`src/rtl/sram_ctrl.sv`:
```
// sram_ctrl: asynchronous SRAM controller with fixed strobe wait states; optional read-to-write bus turnaround via SRAM_CTRL_TURNAROUND_EN
module sram_ctrl #(
    parameter int unsigned WAIT_CYCLES = 2
) (
    input  logic        clk,
    input  logic        rst,
    input  logic        req,
    input  logic        rd,
    input  logic [1:0]  be,
    input  logic [17:0] addr,
    input  logic [15:0] wr_data,
    output logic        ready,
    output logic [15:0] rd_data,
    output logic        rd_data_vld,
    output logic [17:0] sram_a,
    output logic [15:0] sram_dq_o,
    output logic        sram_dq_oe,
    input  logic [15:0] sram_dq_i,
    output logic        sram_ce_n,
    output logic        sram_oe_n,
    output logic        sram_we_n,
    output logic        sram_lb_n,
    output logic        sram_ub_n
);
`ifdef SRAM_CTRL_TURNAROUND_EN
    typedef enum logic [2:0] {IDLE, RD, WR, WR_HOLD, TURN} state_t;
`else
    typedef enum logic [2:0] {IDLE, RD, WR, WR_HOLD} state_t;
`endif
    localparam logic [3:0] CNT_INIT = 4'(WAIT_CYCLES - 1);
    state_t      state_q;
    logic [3:0]  cnt_q;
    logic        ready_q;
    logic [15:0] rd_data_q;
    logic        vld_q;
    logic [17:0] a_q;
    logic [15:0] dq_o_q;
    logic        dq_oe_q;
    logic        ce_n_q;
    logic        oe_n_q;
    logic        we_n_q;
    logic        lb_n_q;
    logic        ub_n_q;
`ifdef SRAM_CTRL_TURNAROUND_EN
    logic [1:0]  be_q;
    logic        after_rd_q;
`endif
    assign ready       = ready_q;
    assign rd_data     = rd_data_q;
    assign rd_data_vld = vld_q;
    assign sram_a      = a_q;
    assign sram_dq_o   = dq_o_q;
    assign sram_dq_oe  = dq_oe_q;
    assign sram_ce_n   = ce_n_q;
    assign sram_oe_n   = oe_n_q;
    assign sram_we_n   = we_n_q;
    assign sram_lb_n   = lb_n_q;
    assign sram_ub_n   = ub_n_q;
    // Access FSM; every pin is registered so strobes change only on clock edges
    always_ff @(posedge clk or posedge rst) begin
        if (rst) begin
            state_q   <= IDLE;
            cnt_q     <= 4'd0;
            ready_q   <= 1'b1;
            rd_data_q <= 16'd0;
            vld_q     <= 1'b0;
            a_q       <= 18'd0;
            dq_o_q    <= 16'd0;
            dq_oe_q   <= 1'b0;
            ce_n_q    <= 1'b1;
            oe_n_q    <= 1'b1;
            we_n_q    <= 1'b1;
            lb_n_q    <= 1'b1;
            ub_n_q    <= 1'b1;
`ifdef SRAM_CTRL_TURNAROUND_EN
            be_q       <= 2'b00;
            after_rd_q <= 1'b0;
`endif
        end else begin
            vld_q <= 1'b0;
`ifdef SRAM_CTRL_TURNAROUND_EN
            after_rd_q <= 1'b0;
`endif
            case (state_q)
                IDLE: if (req) begin
                    cnt_q   <= CNT_INIT;
                    a_q     <= addr;
                    dq_o_q  <= wr_data;
                    ready_q <= 1'b0;
`ifdef SRAM_CTRL_TURNAROUND_EN
                    be_q    <= be;
`endif
                    if (rd) begin
                        state_q <= RD;
                        ce_n_q  <= 1'b0;
                        oe_n_q  <= 1'b0;
                        lb_n_q  <= ~be[0];
                        ub_n_q  <= ~be[1];
                    end
`ifdef SRAM_CTRL_TURNAROUND_EN
                    else if (after_rd_q) begin
                        state_q <= TURN;
                    end
`endif
                    else begin
                        state_q <= WR;
                        ce_n_q  <= 1'b0;
                        we_n_q  <= 1'b0;
                        dq_oe_q <= 1'b1;
                        lb_n_q  <= ~be[0];
                        ub_n_q  <= ~be[1];
                    end
                end
                RD: if (cnt_q == 4'd0) begin
                    state_q   <= IDLE;
                    ce_n_q    <= 1'b1;
                    oe_n_q    <= 1'b1;
                    lb_n_q    <= 1'b1;
                    ub_n_q    <= 1'b1;
                    ready_q   <= 1'b1;
                    rd_data_q <= sram_dq_i;
                    vld_q     <= 1'b1;
`ifdef SRAM_CTRL_TURNAROUND_EN
                    after_rd_q <= 1'b1;
`endif
                end else begin
                    cnt_q <= cnt_q - 4'd1;
                end
                WR: if (cnt_q == 4'd0) begin
                    state_q <= WR_HOLD;
                    ce_n_q  <= 1'b1;
                    we_n_q  <= 1'b1;
                    lb_n_q  <= 1'b1;
                    ub_n_q  <= 1'b1;
                end else begin
                    cnt_q <= cnt_q - 4'd1;
                end
                WR_HOLD: begin
                    state_q <= IDLE;
                    dq_oe_q <= 1'b0;
                    ready_q <= 1'b1;
                end
`ifdef SRAM_CTRL_TURNAROUND_EN
                TURN: begin
                    state_q <= WR;
                    ce_n_q  <= 1'b0;
                    we_n_q  <= 1'b0;
                    dq_oe_q <= 1'b1;
                    lb_n_q  <= ~be_q[0];
                    ub_n_q  <= ~be_q[1];
                end
`endif
                default: state_q <= IDLE;
            endcase
        end
    end
endmodule

```
`config.mk`:
```
export PLATFORM = sky130hd
export DESIGN_NAME = sram_ctrl
export DESIGN_NICKNAME = d
export VERILOG_FILES = /design/src/rtl/sram_ctrl.sv
export SDC_FILE = /design/constraint.sdc
export NUM_CORES = 1
export LEC_CHECK = 0
export CAP_MARGIN = 25
export CORE_UTILIZATION = 38
export DETAILED_ROUTE_END_ITERATION = 12
export GPL_TIMING_DRIVEN = 0
export PLACE_DENSITY = 0.83
export SYNTH_ARGS = -nofsm -noshare
export SYNTH_HDL_FRONTEND = slang
export SYNTH_SLANG_ARGS = --single-unit
```
`constraint.sdc`:
```
create_clock -name clk -period 6.8 [get_ports clk]
set_clock_uncertainty 0.2 [all_clocks]
set_input_delay 1.36 -clock clk [delete_from_list [all_inputs] [get_ports clk]]
set_output_delay 1.36 -clock clk [all_outputs]
set_load 0.005 [all_outputs]
```
* After elaboration in Yosys (flattened, before gate mapping) *
Cells that the tools add are included.

cells by class
  reduce and logical (&&, ||, !) cells = 17
  eq/ne operators = 10
  multiplexer cells = 27
  bitwise logic cells = 2
  $add $sub $neg = 1

operator list
  kind                                                                    count
  3-bit AND reduction                                                     5
  1-bit two-way mux                                                       12
  2-bit != test (second input constant)                                   6
  1-bit one-hot mux with 2 select lines                                   6
  3-bit two-way mux                                                       3
  3-bit one-hot mux with 3 select lines                                   1
  4-bit two-way mux                                                       2
  4-bit one-hot mux with 2 select lines                                   1
  4-bit AND reduction                                                     2
  2-bit nonzero test                                                      4
  3-bit by 2-bit equality test with 1-bit output (second input constant)  2
  4-bit logical NOT                                                       1
  2-bit AND reduction                                                     2
  4-bit by 1-bit subtractor with 4-bit output (second input constant)     1
  3-bit by 1-bit equality test with 1-bit output (second input constant)  1
  3-bit logical NOT                                                       1
  1-bit one-hot mux with 3 select lines                                   1
  3-bit nonzero test                                                      1
  2-bit two-way mux                                                       1
  2-bit by 1-bit != test with 1-bit output (second input constant)        1
  1-bit NOT                                                               2
  2-bit OR reduction                                                      1

storage, ports and cells
  output and inout bits = 58
  input bits = 56
  logic and storage cells = 70
  register bits after elaboration = 65

* Longest topological paths before layout *
  depth in word-level cells = 4
  depth in mapped cells = 8
  mapped depth without buffers = 6

* Worst setup path after synthesis *
No wires, ideal clock.

  path kind = in2reg
  from = in req
  to = reg cnt_q[3]
  arrival time = 2.300 ns
  setup slack = 4.179 ns
  library setup time = 0.121 ns
  stages = 6
  path buffers = 2
  required time = 6.479 ns
  path through = clkbuf_1 -> nor2b_1 -> clkbuf_1 -> nor3_1 -> mux2_2 -> a22o_1

between the ends
  longest elaborated chain between the ends = 2

ends and longest elaborated chain
  item                           RTL line  RTL
  start, declared                7         input logic req,
  2-bit != test (no line)        n/a
  3-bit AND reduction (no line)  n/a
  end signal, assigned           127       cnt_q <= cnt_q - 4'd1;
  end signal, assigned           136       cnt_q <= cnt_q - 4'd1;
  end, declared                  32        logic [3:0] cnt_q;

No other way between the ends.
A chain may end at the register's enable or synchronous reset.

* Final worst setup path *
  from = reg oe_n_q, in the netlist sram_oe_n
  to = out sram_oe_n

RTL lines
  item                    RTL line  RTL
  start, declared         40        logic oe_n_q;
  start signal, assigned  71        oe_n_q <= 1'b1;
  start signal, assigned  96        oe_n_q <= 1'b0;
  start signal, assigned  117       oe_n_q <= 1'b1;
  end, declared           20        output logic sram_oe_n,

No word-level cell between the ends.

==> load_flow_metrics.sql <==
INSERT INTO impl_metrics (metric_group, metric, value, unit) VALUES
('placement', 'dp_slack', '3910', 'ps'),
('worst_setup_path', 'criticalPathCategory', 'reg2out', ''),
('sta', 'timing_worst_slew_pin_value', '651', 'ps'),
('synth', 'mappedNetlistArea', '2710', 'sq um'),
('global_routing', 'global_route.usage.total', '17.7', '%'),
('placement', 'placement.io_buffers', '112', ''),
('final_layout', 'final.fill_count', '580', ''),
('worst_setup_path', 'crit_path_start_kind', 'flop', ''),
('final_layout', 'finish.net_count', '385', ''),
('routing', 'remaining_drc_errors', '0', ''),
('clock_tree', 'clock_insertion_delay_worst_skew', '330', 'ps'),
('final_layout', 'area_growth', '52.6', '%'),
('global_routing', 'grt_antenna_before_repair', '0', ''),
('routing', 'viasPerCell', '4.76', ''),
('sta', 'timing.final.max_slew_violations', '0', ''),
('sta', 'timing_hold_violations_final', '0', ''),
('floorplanning', 'core.rowCount', '30', ''),
('worst_hold_path', 'hold_path_class', 'reg2reg', ''),
('synth', 'yosys_most_used_dff', 'sky130_fd_sc_hd__dfrtp_1', ''),
('placement', 'gpl.final_weighted_congestion', '0.778', ''),
('worst_setup_path', 'critical_path.n_buffers_inverters', '1', ''),
('pwr', 'total_power', '1760', 'uW'),
('routing', 'drt.antenna.violating_nets', '0', ''),
('routing', 'drt_first_iter_violations', '113', ''),
('worst_setup_path', 'worstPathArrival', '1390', 'ps'),
('clock_tree', 'cts-htree-levels', '3', ''),
('pwr', 'switching_share', '29.7', '%'),
('clock_tree', 'post_cts_setup_repair_bufs', '0', ''),
('sta', 'layout_min_cycle_time', '2950', 'ps'),
('pwr', 'sequentialPowerShare', '38.1', '%'),
('floorplanning', 'floorplan.die_area', '7480', 'sq um'),
('status', 'result_of_the_run', 'completed', ''),
('worst_setup_path', 'worst_path_dominant_cell_family', 'flip-flops', ''),
('clock_tree', 'cts_buffers', '9', ''),
('sta', 'report.final.setup_viol', '0', ''),
('placement', 'dpl.hpwl', '4.48', 'mm'),
('routing', 'route.vias.total', '2007', ''),
('floorplanning', 'pin_count', '114', ''),
('sta', 'relSlewSlack', '56.5', '%'),
('synth', 'synth.lib_cells_used.distinct', '32', ''),
('clock_tree', 'cts_sinks', '64', ''),
('worst_setup_path', 'critical_path.cell_chain', 'clkdlybuf4s50_1', ''),
('final_layout', 'multi_input_area', '1020', 'sq um'),
('synth', 'synth.avg_cell_area', '13.8', 'sq um'),
('pwr', 'power.share.clock', '15.7', '%'),
('floorplanning', 'fp.coreArea', '6830', 'sq um'),
('clock_tree', 'cts.hold.buffers_added', '0', ''),
('synth', 'synthesis.instances', '197', ''),
('clock_tree', 'clk_slew_on_worst_s_h_paths', '70', 'ps'),
('worst_setup_path', 'max_fo_critical_path', '3', ''),
('routing', 'wl_per_cell', '14.2', 'um'),
('final_layout', 'num_antenna_cells', '0', ''),
('clock_tree', 'clock_tree.buffer_depth', '2', ''),
('clock_tree', 'tritoncts_clock_tree', 'yes', ''),
('routing', 'number_of_search_and_repair_iterations_in_the_first_detailed_routing_pass', '4', ''),
('global_routing', 'grt_pass1_vias', '2080', ''),
('global_routing', 'grt_first_pass_wirelength', '9.92', 'mm'),
('synth', 'number_of_flops_mapped_to_enable_cells_by_yosys', '0', ''),
('global_routing', 'globalRoute.totalOverflow', '0', ''),
('synth', 'warning_count_from_the_yosys_run', '0', ''),
('floorplanning', 'fp.dieH', '86.5', 'um'),
('final_layout', 'final_layout_size_suffix_gt1_share', '24.2', '%'),
('synth', 'async_reset_ff_share', '100', '%'),
('synth', 'post_synthesis_net_count', '261', ''),
('pwr', 'p_switching', '522', 'uW'),
('clock_tree', 'cts_repair_resize_count', '0', ''),
('synth', 'synth_seq_area_share', '59.3', '%'),
('final_layout', 'most_frequent_cells_in_the_layout', 'sky130_fd_sc_hd__clkdlybuf4s50_1 (112), sky130_fd_sc_hd__dfrtp_1 (58), sky130_fd_sc_hd__mux2_2 (48), sky130_fd_sc_hd__clkbuf_8 (10)', ''),
('synth', 'ys_seq_elements', '64', ''),
('floorplanning', 'dieWidth', '86.5', 'um'),
('worst_setup_path', 'cp.required', '5240', 'ps');
==> layer usage <==
metal,vias to the layer above,share of wire (%),global-route usage [%]
li1,940,-,-
met1,996,42,21.8
met2,60,50,28.4
met3,11,5.7,6.29
met4,0,1.8,7.42
met5,-,0,0
==> cells by family after synthesis <==
logic type,Yosys count,synth area share [%]
buffers and inverters,18,3.18
AO/OA/AOI/OAI,26,6.32
adder cells (fa/ha/maj),8,3.69
flip-flops,64,59.3
multiplexers,54,22.3
AND/OR/NAND/NOR,27,5.17
==> worst paths after layout <==
check                            from          to  slack, ps  depth (start not counted)
hold / removal             rd_data[3]  rd_data[3]        290                          1
hold reg to reg            rd_data[3]  rd_data[3]        290                          1
setup / recovery            sram_oe_n   sram_oe_n       3850                          1
setup reg to reg             cnt_q[0]  rd_data[4]       4490                          7
max in group asynchronous         rst   sram_a[7]       4550                          3
min in group asynchronous         rst  rd_data[4]       1240                          2
==> per-stage QoR <==
| stage | util, % | hold slack (ps) | area, sq um | instances |
|---|---|---|---|---|
| 2_1_floorplan | - | 283 | 2710 | 197 |
| 3_3_place_gp | 57.9 | 268 | 3950 | 405 |
| 3_5_place_dp | 58.2 | 278 | 3970 | 406 |
| 4_1_cts | 60.6 | 294 | 4140 | 422 |
| 5_1_grt | 60.6 | 305 | 4140 | 422 |
| 6_report | 60.6 | 290 | 4140 | 422 |
==> registers in the layout, indices dropped and copies added, names as in the netlist <==
register / cells
sram_a: 18
rd_data: 16
sram_dq_o: 16
cnt_q: 4
state_q: 2
rd_data_vld: 1
ready: 1
sram_ce_n: 1
sram_dq_oe: 1
sram_lb_n: 1
sram_oe_n: 1
sram_ub_n: 1
sram_we_n: 1
==> cell type report <==
class,instances,share of cell area (%)
Inverter,8,0.726
Buffer,10,1.36
Timing Repair Buffer,113,27.6
Clock buffer,12,3.51
Tap cell,96,2.90
Clock inverter,4,0.484
Sequential cell,64,38.9
Multi-Input combinational cell,115,24.6
==> Yosys cell counts (2+ instances only) <==
library cell               number  area [sq um]
sky130_fd_sc_hd__dfrtp_1       58          1450
sky130_fd_sc_hd__mux2_2        48           541
sky130_fd_sc_hd__a21oi_1        8          40.0
sky130_fd_sc_hd__ha_1           8           100
sky130_fd_sc_hd__inv_1          8          30.0
sky130_fd_sc_hd__nand2_1        7          26.3
sky130_fd_sc_hd__nor2_1         7          26.3
sky130_fd_sc_hd__dfstp_2        6           158
sky130_fd_sc_hd__clkbuf_1       4          15.0
sky130_fd_sc_hd__o21ai_0        4          20.0
sky130_fd_sc_hd__a22o_1         3          26.3
sky130_fd_sc_hd__buf_2          3          15.0
sky130_fd_sc_hd__mux2_1         3          33.8
sky130_fd_sc_hd__mux2i_1        3          30.0
sky130_fd_sc_hd__nand2b_1       3          18.8
sky130_fd_sc_hd__a31oi_1        2          12.5
sky130_fd_sc_hd__buf_4          2          15.0
sky130_fd_sc_hd__nand3_1        2          10.0
sky130_fd_sc_hd__nor3_1         2          10.0
sky130_fd_sc_hd__o22a_1         2          17.5
sky130_fd_sc_hd__o22ai_1        2          12.5
sky130_fd_sc_hd__o41ai_1        2          17.5
==> power groups by stage <==
stage                     sequential (uW)  combinational, uW  clock (uW)
after floorplan                       682                361           0
after global placement                665                798           0
after detailed placement              678                820           0
after CTS                             672                823         287
after global routing                  692                881         306
final                                 670                813         277
Power figures use the tool's default switching activity.
